[config.mk]
export PLATFORM = sky130hd
export DESIGN_NAME = regfile_write_queue
export DESIGN_NICKNAME = d
export VERILOG_FILES = /design/src/rtl/regfile_write_queue.sv
export SDC_FILE = /design/constraint.sdc
export NUM_CORES = 1
export LEC_CHECK = 0
export CORE_MARGIN = 1
export CORE_UTILIZATION = 54
export CTS_CLUSTER_SIZE = 16
export DETAILED_ROUTE_END_ITERATION = 8
export GPL_ROUTABILITY_DRIVEN = 1
export GPL_TIMING_DRIVEN = 0
export PLACE_DENSITY = 0.88
export SYNTH_ARGS = -nofsm -noshare
export SYNTH_HDL_FRONTEND = slang
export SYNTH_HIERARCHICAL = 1
export SYNTH_SLANG_ARGS = --single-unit
[constraint.sdc]
create_clock -name clk -period 3.2 [get_ports clk]
set_input_delay 0.64 -clock clk [delete_from_list [all_inputs] [get_ports clk]]
set_output_delay 0.64 -clock clk [all_outputs]
set_load 0.005 [all_outputs]
[src/rtl/regfile_write_queue.sv]
// Write-back staging FIFO in front of the register file: accepts ALU and load writes,
// drains one per cycle as one-hot wr_en plus D bus. WQ_HAZARD_CHECK_EN adds pending-write lookups.
module regfile_write_queue #(
    parameter int DATA_W  = 16,
    parameter int ADDR_W  = 4,
    parameter int REG_CNT = 16,
    parameter int DEPTH   = 4
) (
    input  logic                       clk,
    input  logic                       rst,
    input  logic                       alu_valid,
    input  logic [ADDR_W-1:0]          alu_reg,
    input  logic [DATA_W-1:0]          alu_data,
    output logic                       alu_ready,
    input  logic                       mem_valid,
    input  logic [ADDR_W-1:0]          mem_reg,
    input  logic [DATA_W-1:0]          mem_data,
    output logic                       mem_ready,
    output logic [REG_CNT-1:0]         wr_en,
    output logic [DATA_W-1:0]          wr_data,
    output logic [$clog2(DEPTH+1)-1:0] count,
    output logic                       full,
    output logic                       empty,
    input  logic [ADDR_W-1:0]          chk_reg1,
    input  logic [ADDR_W-1:0]          chk_reg2,
    output logic                       chk_hit1,
    output logic                       chk_hit2
);
    localparam int PTR_W = $clog2(DEPTH);
    localparam int CNT_W = $clog2(DEPTH + 1);

    typedef struct packed {
        logic [ADDR_W-1:0] rg;
        logic [DATA_W-1:0] data;
    } wq_entry_t;

    wq_entry_t        ent_q [DEPTH];
    logic [DEPTH-1:0] vld_q;
    logic [PTR_W-1:0] head_q, tail_q;
    logic [CNT_W-1:0] count_q;
    logic             mem_push, alu_push, pop;
    logic [PTR_W-1:0] mem_slot, alu_slot;
    wq_entry_t        head_ent;

    assign count = count_q;
    assign empty = (count_q == '0);
    assign full  = (count_q == CNT_W'(DEPTH));

    // Ready uses the pre-pop count; the load unit owns the last free slot.
    assign mem_ready = !full;
    assign alu_ready = (count_q <= CNT_W'(DEPTH - 2)) || (!full && !mem_valid);

    // Writes to r0 are accepted but dropped.
    assign mem_push = mem_valid && mem_ready && (mem_reg != '0);
    assign alu_push = alu_valid && alu_ready && (alu_reg != '0);
    assign pop      = !empty;
    assign mem_slot = tail_q;
    assign alu_slot = tail_q + PTR_W'(mem_push);

    always_ff @(posedge clk or negedge rst) begin
        if (!rst) begin
            head_q  <= '0;
            tail_q  <= '0;
            count_q <= '0;
            vld_q   <= '0;
            for (int i = 0; i < DEPTH; i++) ent_q[i] <= '0;
        end else begin
            head_q  <= head_q + PTR_W'(pop);
            tail_q  <= tail_q + PTR_W'(mem_push) + PTR_W'(alu_push);
            count_q <= count_q + CNT_W'(mem_push) + CNT_W'(alu_push) - CNT_W'(pop);
            if (pop) vld_q[head_q] <= 1'b0;
            if (mem_push) begin
                ent_q[mem_slot] <= '{rg: mem_reg, data: mem_data};
                vld_q[mem_slot] <= 1'b1;
            end
            if (alu_push) begin
                ent_q[alu_slot] <= '{rg: alu_reg, data: alu_data};
                vld_q[alu_slot] <= 1'b1;
            end
        end
    end

    assign head_ent = ent_q[head_q];
    assign wr_en    = empty ? '0 : (REG_CNT'(1) << head_ent.rg);
    assign wr_data  = empty ? '0 : head_ent.data;

`ifdef WQ_HAZARD_CHECK_EN
    logic [DEPTH-1:0] hit1_vec, hit2_vec;

    for (genvar e = 0; e < DEPTH; e++) begin : g_cmp
        wq_entry_match #(.ADDR_W(ADDR_W)) u_match (
            .vld       (vld_q[e]),
            .entry_reg (ent_q[e].rg),
            .chk_reg1  (chk_reg1),
            .chk_reg2  (chk_reg2),
            .hit1      (hit1_vec[e]),
            .hit2      (hit2_vec[e])
        );
    end

    assign chk_hit1 = (chk_reg1 != '0) && (|hit1_vec);
    assign chk_hit2 = (chk_reg2 != '0) && (|hit2_vec);
`else
    logic unused_chk;
    assign unused_chk = ^{chk_reg1, chk_reg2, vld_q};
    assign chk_hit1   = 1'b0;
    assign chk_hit2   = 1'b0;
`endif

endmodule

`ifdef WQ_HAZARD_CHECK_EN
// Per-entry register-index match for both hazard-check read ports.
module wq_entry_match #(
    parameter int ADDR_W = 4
) (
    input  logic              vld,
    input  logic [ADDR_W-1:0] entry_reg,
    input  logic [ADDR_W-1:0] chk_reg1,
    input  logic [ADDR_W-1:0] chk_reg2,
    output logic              hit1,
    output logic              hit2
);
    assign hit1 = vld && (entry_reg == chk_reg1);
    assign hit2 = vld && (entry_reg == chk_reg2);
endmodule
`endif

==> out/qor.yml, run 1 <==
final_layout:
  num-fill-cells: 665
  layout.cells.non_filler: 605
  drive_above_1_share: 0.485
  nNetsFinal: 530
  diodes: 0
  area_delta_synth_final_pct: 23.6
die:
  rows: 35
  die_h_um: 101
  num_io_pins: 93
  die_w_um: 101
  die_area_um2: 10200
  core_um2: 9370
  start_util: 0.564
synthesis:
  synth_top_area_share: 0.412
  post-synth-top-count-cell: "mux2_2"
  synth_top_area_cell: "dfrtp_1"
  synth_cell_type_count: 34
  synth_ff_type: "dfrtp_1"
  synth-edff-count: 0
  yosys-top-cells-area: "dfrtp_1 41%, mux2_2 26%, mux2_4 11%"
  synth_warnings: 6
  syn_inst: 376
  avgSynthCellArea_um2: 14.0
  netlist_area_um2: 5280
  async_reset_ff_frac: 1.00
  yosys_register_bits: 87
  seq_area_frac_synth: 0.412
  yosys-top-cells-count: "120 x mux2_2, 87 x dfrtp_1, 40 x mux2_4"
detailed_routing:
  ant_nets: 0
  post-route-drc-count: 0
  vias_per_cell: 5.73
  wire_per_inst_um: 19.7
  dr.pass1.iters: 4
  drt-total-wl_um: 11900
  drt-initial-drc-count: 184
  via_count: 3464
timing:
  relSlewSlack: 0.663
  timing.fmax_mhz: 321
  slew_violations: 0
  clock_skew_ns: 0.0139
  min_period_ns: 3.12
  period_share: 0.974
  tightest_slew_ns: 0.499
  final-hold-violation-count: 0
  setup_viol: 0
  whs_ns: 0.162
power_and_ir_drop:
  p_leak_nw: 2.80
  finalPower_w: 0.00704
  power.density_nw_per_um2: 1080
  ir_worst_vdd_uv: 542
setup_path:
  worst_path_largest_cell_delay_ns: 0.55
  crit_required_ns: 2.56
  path_max_fanout: 10
  reg2reg_slack_ns: 0.44
  crit_type: "register to output port"
  critPathCaptureType: "output port"
  worstPathCellList: "buf_8 -> mux4_2 -> or2_2 -> nor2_1 -> clkdlybuf4s50_1"
  crit_path_top_delay_cell: "mux4_2"
  crit_buf_inv: 2
  critPathArrivalTime_ns: 2.48
  cp_top_family: "buffers and inverters"
  startpoint_type: "register"
min_path:
  holdCritPathClass: "input port to async pin"
place:
  gp_congestion: 0.836
  post-place-cells: 589
  post-dp-hpwl_um: 8180
  io_buffers: 82
job:
  cap_violations: 0
clocking:
  path_clk_slew_ns: 0.09
  cts_sinks: 87
  cts-buffers-inserted: 9
  tritoncts: "yes"
  clock_latency_ns: 0.37
  clockBufferDepth: 2
  clockRootBuffer: "clkbuf_8"
  cts-htree-levels: 3
global_routing:
  track_usage: 0.255
  grt_pass1_wl_um: 19400
  antenna_found_initial: 0
  grt_pass1_vias: 3776
  grt.overflow.total: 0
  grt_max_degree: 67
outcome:
  status: "finished clean"
==> cells by family (layout without fill, tap and decap cells) <==
family / after synthesis / count (layout) / synth area share
AO/OA/AOI/OAI: 10 / 10 / 0.0166
XOR/XNOR: 5 / 5 / 0.00829
adder cells (fa/ha/maj): 7 / 7 / 0.0180
buffers and inverters: 32 / 131 / 0.0317
flip-flops: 87 / 87 / 0.412
multiplexers: 180 / 180 / 0.455
other: 1 / 2 / 0.000710
AND/OR/NAND/NOR: 54 / 54 / 0.0578
==> metrics by stage <==
step                utilization  worst slack [ns]  instance area (µm²)  TNS [ns]
floorplan                     -             0.548                 5290         0
global placement          0.669             -1.62                 6270   -157.13
detailed placement        0.672            -0.363                 6290    -23.82
CTS                       0.693           0.00460                 6500         0
global route              0.697           -0.0114                 6530   -0.0133
finish                    0.697            0.0845                 6530         0
==> metal layers <==
layer  vias up  share of wire  track usage
met2        99           0.51        0.440
met3        17          0.048       0.0555
met1      1783           0.43        0.321
met5         -              0            0
li1       1565              -            -
met4         0          0.016       0.0814
==> final timing paths <==
| kind | start | to | cells after the start |
|---|---|---|---|
| setup / recovery | head_q[0] | wr_en[8] | 5 |
| hold / removal | rst | ent_q[77] | 1 |
| setup reg to reg | count[0] | count[2] | 8 |
| hold reg to reg | ent_q[32] | ent_q[32] | 2 |
| max in group asynchronous | rst | ent_q[73] | 2 |
| min in group clk | ent_q[32] | ent_q[32] | 2 |
==> registers in the layout, summed over array words and instances (netlist names) <==
signal / count
mem_slot: 2
ent_q: 80
count: 3
head_q: 2
==> where the power goes <==
group / switching [W] / total [W] / internal (W)
sequential: 0.000333 / 0.00202 / 0.00169
combinational: 0.00153 / 0.00429 / 0.00276
clock: 0.000404 / 0.000731 / 0.000327
==> area by class of cell <==
type	count	area (µm²)	share of cell area
inverter	8	30.0	0.00460
buffer	23	160	0.0245
sequential	87	2180	0.333
timing repair buffer	84	853	0.131
clock inverter	4	30.0	0.00460
clock buffer	12	155	0.0238
tap	129	161	0.0247
multi-input combinational	258	2960	0.454
==> layout by cell type, fill, tap and decap left out, types with 3 or more instances in the layout <==
cell type          n
mux2_2           120
nand2_1            3
buf_2              9
nor2_1            17
clkdlybuf4s50_1   81
clkbuf_8          11
nand2b_1           3
dfrtp_1           87
o21ai_0            4
or2_2              3
buf_4              7
mux4_2            20
mux2_4            40
clkbuf_4           4
ha_1               6
and2_1            16
inv_1              8
==> worst reg2reg max path, cell delays in order (launching register included) <==
cell,delay [ns]
dfrtp_1,0.45
or3_4,0.48
clkbuf_2,0.28
ha_1,0.38
xor2_1,0.17
ha_1,0.20
o21bai_1,0.17
fa_1,0.39
xnor2_1,0.13
==> repair_timing <==
item,4_1_cts,5_1_grt
hold buffers,0,0
setup buffers,0,1
endpoints found under the setup margin,25,50
gates cloned,0,0
gates resized for setup,8,7
No activity file was read; power rests on OpenSTA's default activity.
==> inputs of run 2 (changes only) <==
GPL_ROUTABILITY_DRIVEN = 0   (was 1)
SETUP_SLACK_MARGIN = 0.4   (was default)
==> run 2 against run 1 <==
Net effect: sequential power hardly changed; final cell count is 4.3% higher; fmax is 8.7% higher; global-route usage is 1.9 points higher; wire length is 12% higher; count of clock-buffer cells in the layout stayed put; sequential share of layout area is 1.5 points lower; setup slack better by 0.25 ns; first-iteration DRC count is 26% higher; clock power hardly changed; via count is 5.8% higher; critical path depth is 2 higher; critical path type unchanged; largest cell class unchanged; largest power group unchanged.
==> out/qor.yml, run 2 (synthesized netlist as in run 1, its figures left out) <==
final_layout:
  nNetsFinal: 556  # +4.9%
  area_delta_synth_final_pct: 29.8
  drive_above_1_share: 0.570  # +0.0844
  diodes: 0  # unchanged
  largest_register_ffs: 80  # unchanged
  num-fill-cells: 608  # -8.6%
  most-common-layout-cells: "120 x mux2_2, 85 x dfrtp_1, 43 x clkdlybuf4s50_1"
  multi_input_area_um2: 3040  # +2.4%
  final_common_cell: "mux2_2"
  max_flop_register: "ent_q"
  seqCellArea_um2: 2180  # +0.11%
die:
  die_h_um: 101  # unchanged
  start_util: 0.564  # unchanged
  die_area_um2: 10200  # unchanged
  core_um2: 9370  # unchanged
  rows: 35  # unchanged
  die_w_um: 101  # unchanged
  num_io_pins: 93  # unchanged
setup_path:
  startpoint_type: "register"
  reg2reg_slack_ns: 0.53  # +0.09 ns
  critPathLaunch: "head_q[0]"
  ff2ff_path_depth: 9  # +1
  crit_type: "register to output port"
  critPathCaptureType: "output port"
  path_max_fanout: 4  # -6
  r2r-start: "count[2]"
  crit_required_ns: 2.56  # about the same
  critPathArrivalTime_ns: 2.23  # -0.25 ns
  worst_r2r_endpoint: "count[2]"
  crit_end: "wr_en[0]"
timing:
  setup_viol: 0  # unchanged
  final-hold-violation-count: 0  # unchanged
  rsz0062_at_grt: "yes"
  period_share: 0.896  # -0.0780
  fin_setup_tns_ns: 0  # unchanged
  clock_skew_ns: 0.0123  # -0.00155 ns
  whs_ns: 0.164  # +0.00168 ns
  min_period_ns: 2.87  # -0.250 ns
  timing.fmax_mhz: 349  # +8.7%
  slew_violations: 0  # unchanged
detailed_routing:
  ant_nets: 0  # unchanged
  dr.pass1.iters: 4  # unchanged
  drt-initial-drc-count: 232  # +26%
  via_count: 3664  # +5.8%
  post-route-drc-count: 0  # unchanged
  drt-total-wl_um: 13400  # +12%
  wire_per_inst_um: 21.2  # +7.2%
  vias_per_cell: 5.81  # +1.4%
clocking:
  path_clk_slew_ns: 0.09  # about the same
  cts_sinks: 87  # unchanged
  clockBufferDepth: 2  # unchanged
  hold_buffers: 0  # unchanged
  cts-htree-levels: 3  # unchanged
  tritoncts: "yes"
  clock_latency_ns: 0.36  # about the same
  clockRootBuffer: "clkbuf_8"
  cts-buffers-inserted: 9  # unchanged
place:
  io_buffers: 82  # unchanged
  post-dp-hpwl_um: 8180  # unchanged
power_and_ir_drop:
  ir_worst_vdd_uv: 519  # -4.4%
  p_leak_nw: 3.17  # +13%
  power.density_nw_per_um2: 1110  # +3.0%
global_routing:
  grt_pass1_wl_um: 20800  # +6.9%
  antenna_found_initial: 0  # unchanged
  grt_max_degree: 67  # unchanged
  grt.overflow.total: 0  # unchanged
  grt_pass1_vias: 3977  # +5.3%
  track_usage: 0.274  # +0.0186
min_path:
  holdCritPathClass: "input port to async pin"
job:
  cap_violations: 0  # unchanged
outcome:
  status: "finished clean"
==> run 2: routing by layer <==
layer / share of wire / vias up / GRT usage
met5: 0 / - / 0
met4: 0.029 / 0 / 0.0981
met3: 0.045 / 37 / 0.0541
met2: 0.53 / 128 / 0.490
met1: 0.40 / 1881 / 0.328
li1: - / 1618 / -
==> run 2: what timing repair did <==
action,4_1_cts,5_1_grt
pin swaps,4,5
gates cloned,3,1
endpoints found under the setup margin,116,107
resized for setup,81,54
buffers inserted,16,6
==> run 2: critical path: stages (launching register included) <==
cell and delay [ns]:
dfrtp_1 0.37, buf_4 0.12, buf_6 0.09, mux4_2 0.53, or3_4 0.41, buf_6 0.13
nor2_1 0.09, clkbuf_2 0.12
==> run 2: area by class of cell <==
type,instances,area share
Clock inverter,4,0.00438
Clock buffer,12,0.0226
Multi-Input combinational cell,258,0.443
Timing Repair Buffer,109,0.153
Buffer,24,0.0319
Sequential cell,87,0.318
Inverter,8,0.00438
Tap cell,129,0.0235
==> run 2: stage by stage <==
| step | std cells | instance area, µm² | setup WS (ns) | power, W | utilization |
|---|---|---|---|---|---|
| floorplan | 377 | 5290 | 0.548 | 0.00485 | - |
| global placement | 588 | 6270 | -1.62 | 0.00604 | 0.669 |
| detailed placement | 589 | 6290 | -0.363 | 0.00626 | 0.672 |
| CTS | 624 | 6770 | 0.184 | 0.00737 | 0.722 |
| global route | 631 | 6860 | 0.278 | 0.00805 | 0.732 |
| finish | 631 | 6860 | 0.334 | 0.00761 | 0.732 |
==> run 2: how the worst min path moves through the flow <==
stage	from	end	slack, ns	cells after the start
finish	rst	ent_q[77]	0.16	1
global route	rst	ent_q[77]	0.19	1
CTS	rst	ent_q[77]	0.17	1
detailed placement	rst	ent_q[77]	0.56	1
global placement	head_q[0]	head_q[0]	0.54	1
floorplan	rst	count[0]	0.34	0
==> run 2: power by group <==
part           total, W  internal, W  switching (W)  leakage (nW)
Sequential      0.00203      0.00169       0.000339          1.02
Combinational   0.00484      0.00306        0.00179          2.05
Clock          0.000734     0.000327       0.000407        0.0926
Total           0.00761      0.00508        0.00253          3.17
==> inputs of run 3 (changes only) <==
GPL_TIMING_DRIVEN = 1   (was 0)
SETUP_SLACK_MARGIN = 0.1   (was 0.4)
==> run 3 against run 2 <==
Net effect: count of clock-buffer cells in the layout shrank 2; clock power grew 5.6%; critical endpoint is now wr_en[2]; global-route usage shrank 2.2 points; setup slack lost 0.16 ns; wire length shrank 9.5%; clock skew shrank 0.0047 ns.
==> out/qor.yml, run 3 (synthesized netlist as in run 1, its figures left out) <==
setup_path:
  crit_type: "register to output port"
  critPathCaptureType: "output port"
  worst_r2r_endpoint: "ent_q[70]"
  crit_required_ns: 2.56  # about the same
  startpoint_type: "register"
  ff2ff_path_depth: 9  # unchanged
  critPathArrivalTime_ns: 2.39  # +0.16 ns
  r2r-start: "count[0]"
  path_max_fanout: 5  # +1
  reg2reg_slack_ns: 0.48  # -0.05 ns
die:
  die_area_um2: 10200  # unchanged
  start_util: 0.564  # unchanged
  rows: 35  # unchanged
  die_h_um: 101  # unchanged
  num_io_pins: 93  # unchanged
  core_um2: 9370  # unchanged
  die_w_um: 101  # unchanged
power_and_ir_drop:
  switching_share: 0.320  # -0.0129
  power.density_nw_per_um2: 1090  # -1.9%
  power_frac_comb: 0.613  # -0.024
  finalPower_w: 0.00727  # -4.4%
  p_int_w: 0.00495  # -2.6%
  p_sw_w: 0.00233  # -8.1%
  ir_worst_vdd_uv: 490  # -5.5%
  power_frac_clock: 0.107  # +0.011
  p_leak_nw: 2.88  # -9.2%
  seq_power_share: 0.280  # +0.013
global_routing:
  grt_pass1_wl_um: 19100  # -8.2%
  grt_pass1_vias: 3700  # -7.0%
  grt.overflow.total: 0  # unchanged
  antenna_found_initial: 0  # unchanged
  track_usage: 0.252  # -0.0220
  grt_max_degree: 88  # +31%
clocking:
  hold_buffers: 0  # unchanged
  tritoncts: "yes"
  cts_sinks: 87  # unchanged
  cts-buffers-inserted: 9  # unchanged
  clockRootBuffer: "clkbuf_8"
  path_clk_slew_ns: 0.09  # about the same
  clock_latency_ns: 0.35  # about the same
  clockBufferDepth: 2  # unchanged
  cts-htree-levels: 3  # unchanged
final_layout:
  area_delta_synth_final_pct: 26.5
  most-common-layout-cells: "120 x mux2_2, 86 x dfrtp_1, 79 x clkdlybuf4s50_1"
  nNetsFinal: 532  # -4.3%
  diodes: 0  # unchanged
  drive_above_1_share: 0.502  # -0.0676
  largest_register_ffs: 80  # unchanged
  final_common_cell: "mux2_2"
  design_area_um2: 6680  # -2.5%
  num-fill-cells: 647  # +6.4%
  max_flop_register: "ent_q"
detailed_routing:
  vias_per_cell: 5.66  # -2.6%
  drt-total-wl_um: 12100  # -9.5%
  wire_per_inst_um: 19.9  # -5.9%
  via_count: 3433  # -6.3%
  post-route-drc-count: 0  # unchanged
  ant_nets: 0  # unchanged
  drt-initial-drc-count: 82  # -65%
  dr.pass1.iters: 4  # unchanged
timing:
  clock_skew_ns: 0.00765  # -0.00470 ns
  setup_viol: 0  # unchanged
  whs_ns: 0.467  # +0.303 ns
  final-hold-violation-count: 0  # unchanged
  tightest_slew_ns: 1.10
  period_share: 0.946  # +0.0502
  timing.fmax_mhz: 330  # -5.3%
  min_period_ns: 3.03  # +0.161 ns
  relSlewSlack: 0.268
  rsz0062_at_grt: "yes"
  slew_violations: 0  # unchanged
outcome:
  status: "finished clean"
min_path:
  holdCritPathClass: "input port to async pin"
job:
  cap_violations: 0  # unchanged
place:
  post-dp-hpwl_um: 7910  # -3.3%
  io_buffers: 82  # unchanged
  postPlaceCellArea_um2: 6430  # +2.2%
[run 3: repair_timing]
item | 4_1_cts | 5_1_grt
endpoints found under the setup margin | 26 | 4
resized for setup | 7 | 3
buffers inserted | 1 | 1
[run 3: per-layer routing]
| layer | GRT usage | wire, µm |
|---|---|---|
| met1 | 0.310 | 5080 |
| met4 | 0.0725 | 159 |
| met5 | 0 | 0 |
| met3 | 0.0485 | 593 |
| met2 | 0.450 | 6260 |
[run 3: critical path, cell delays in order, from the launching register on]
cell             delay [ns]
dfrtp_2                0.48
mux4_2                 0.58
or3_4                  0.38
nor2_1                 0.10
clkdlybuf4s50_1        0.50
[run 3: metrics by stage]
| step | TNS, ns | std cells | setup WS, ns | util |
|---|---|---|---|---|
| 3_3_place_gp | -0.270 | 589 | -0.0231 | 0.687 |
| 4_1_cts | 0 | 606 | 0.0965 | 0.711 |
| 2_1_floorplan | 0 | 377 | 0.548 | - |
| 5_1_grt | 0 | 607 | 0.0832 | 0.713 |
| 6_report | 0 | 607 | 0.174 | 0.713 |
| 3_5_place_dp | -1.85 | 589 | -0.0669 | 0.687 |
[run 3: final cells by class]
| class | instances | area (µm²) | share of cell area |
|---|---|---|---|
| clock buffer | 10 | 128 | 0.0191 |
| clock inverter | 6 | 71.3 | 0.0107 |
| inverter | 8 | 30.0 | 0.00449 |
| multi-input combinational | 258 | 3000 | 0.448 |
| sequential | 87 | 2180 | 0.326 |
| tap | 129 | 161 | 0.0242 |
| timing repair buffer | 109 | 1120 | 0.167 |
[run 3: how the worst max path moves through the flow]
stage | start | end | cells past startpoint
2_1_floorplan | mem_reg[0] | ent_q[60] | 9
3_3_place_gp | mem_reg[0] | ent_q[74] | 10
3_5_place_dp | mem_reg[0] | ent_q[79] | 10
4_1_cts | head_q[0] | wr_en[0] | 4
5_1_grt | head_q[0] | wr_en[8] | 4
6_report | head_q[0] | wr_en[2] | 4
[run 3: power by group through the flow]
stage	sequential (W)	combinational (W)	clock, W
2_1_floorplan	0.00192	0.00293	0
3_3_place_gp	0.00199	0.00421	0
3_5_place_dp	0.00204	0.00439	0
4_1_cts	0.00203	0.00447	0.000799
5_1_grt	0.00210	0.00478	0.000835
6_report	0.00204	0.00446	0.000775
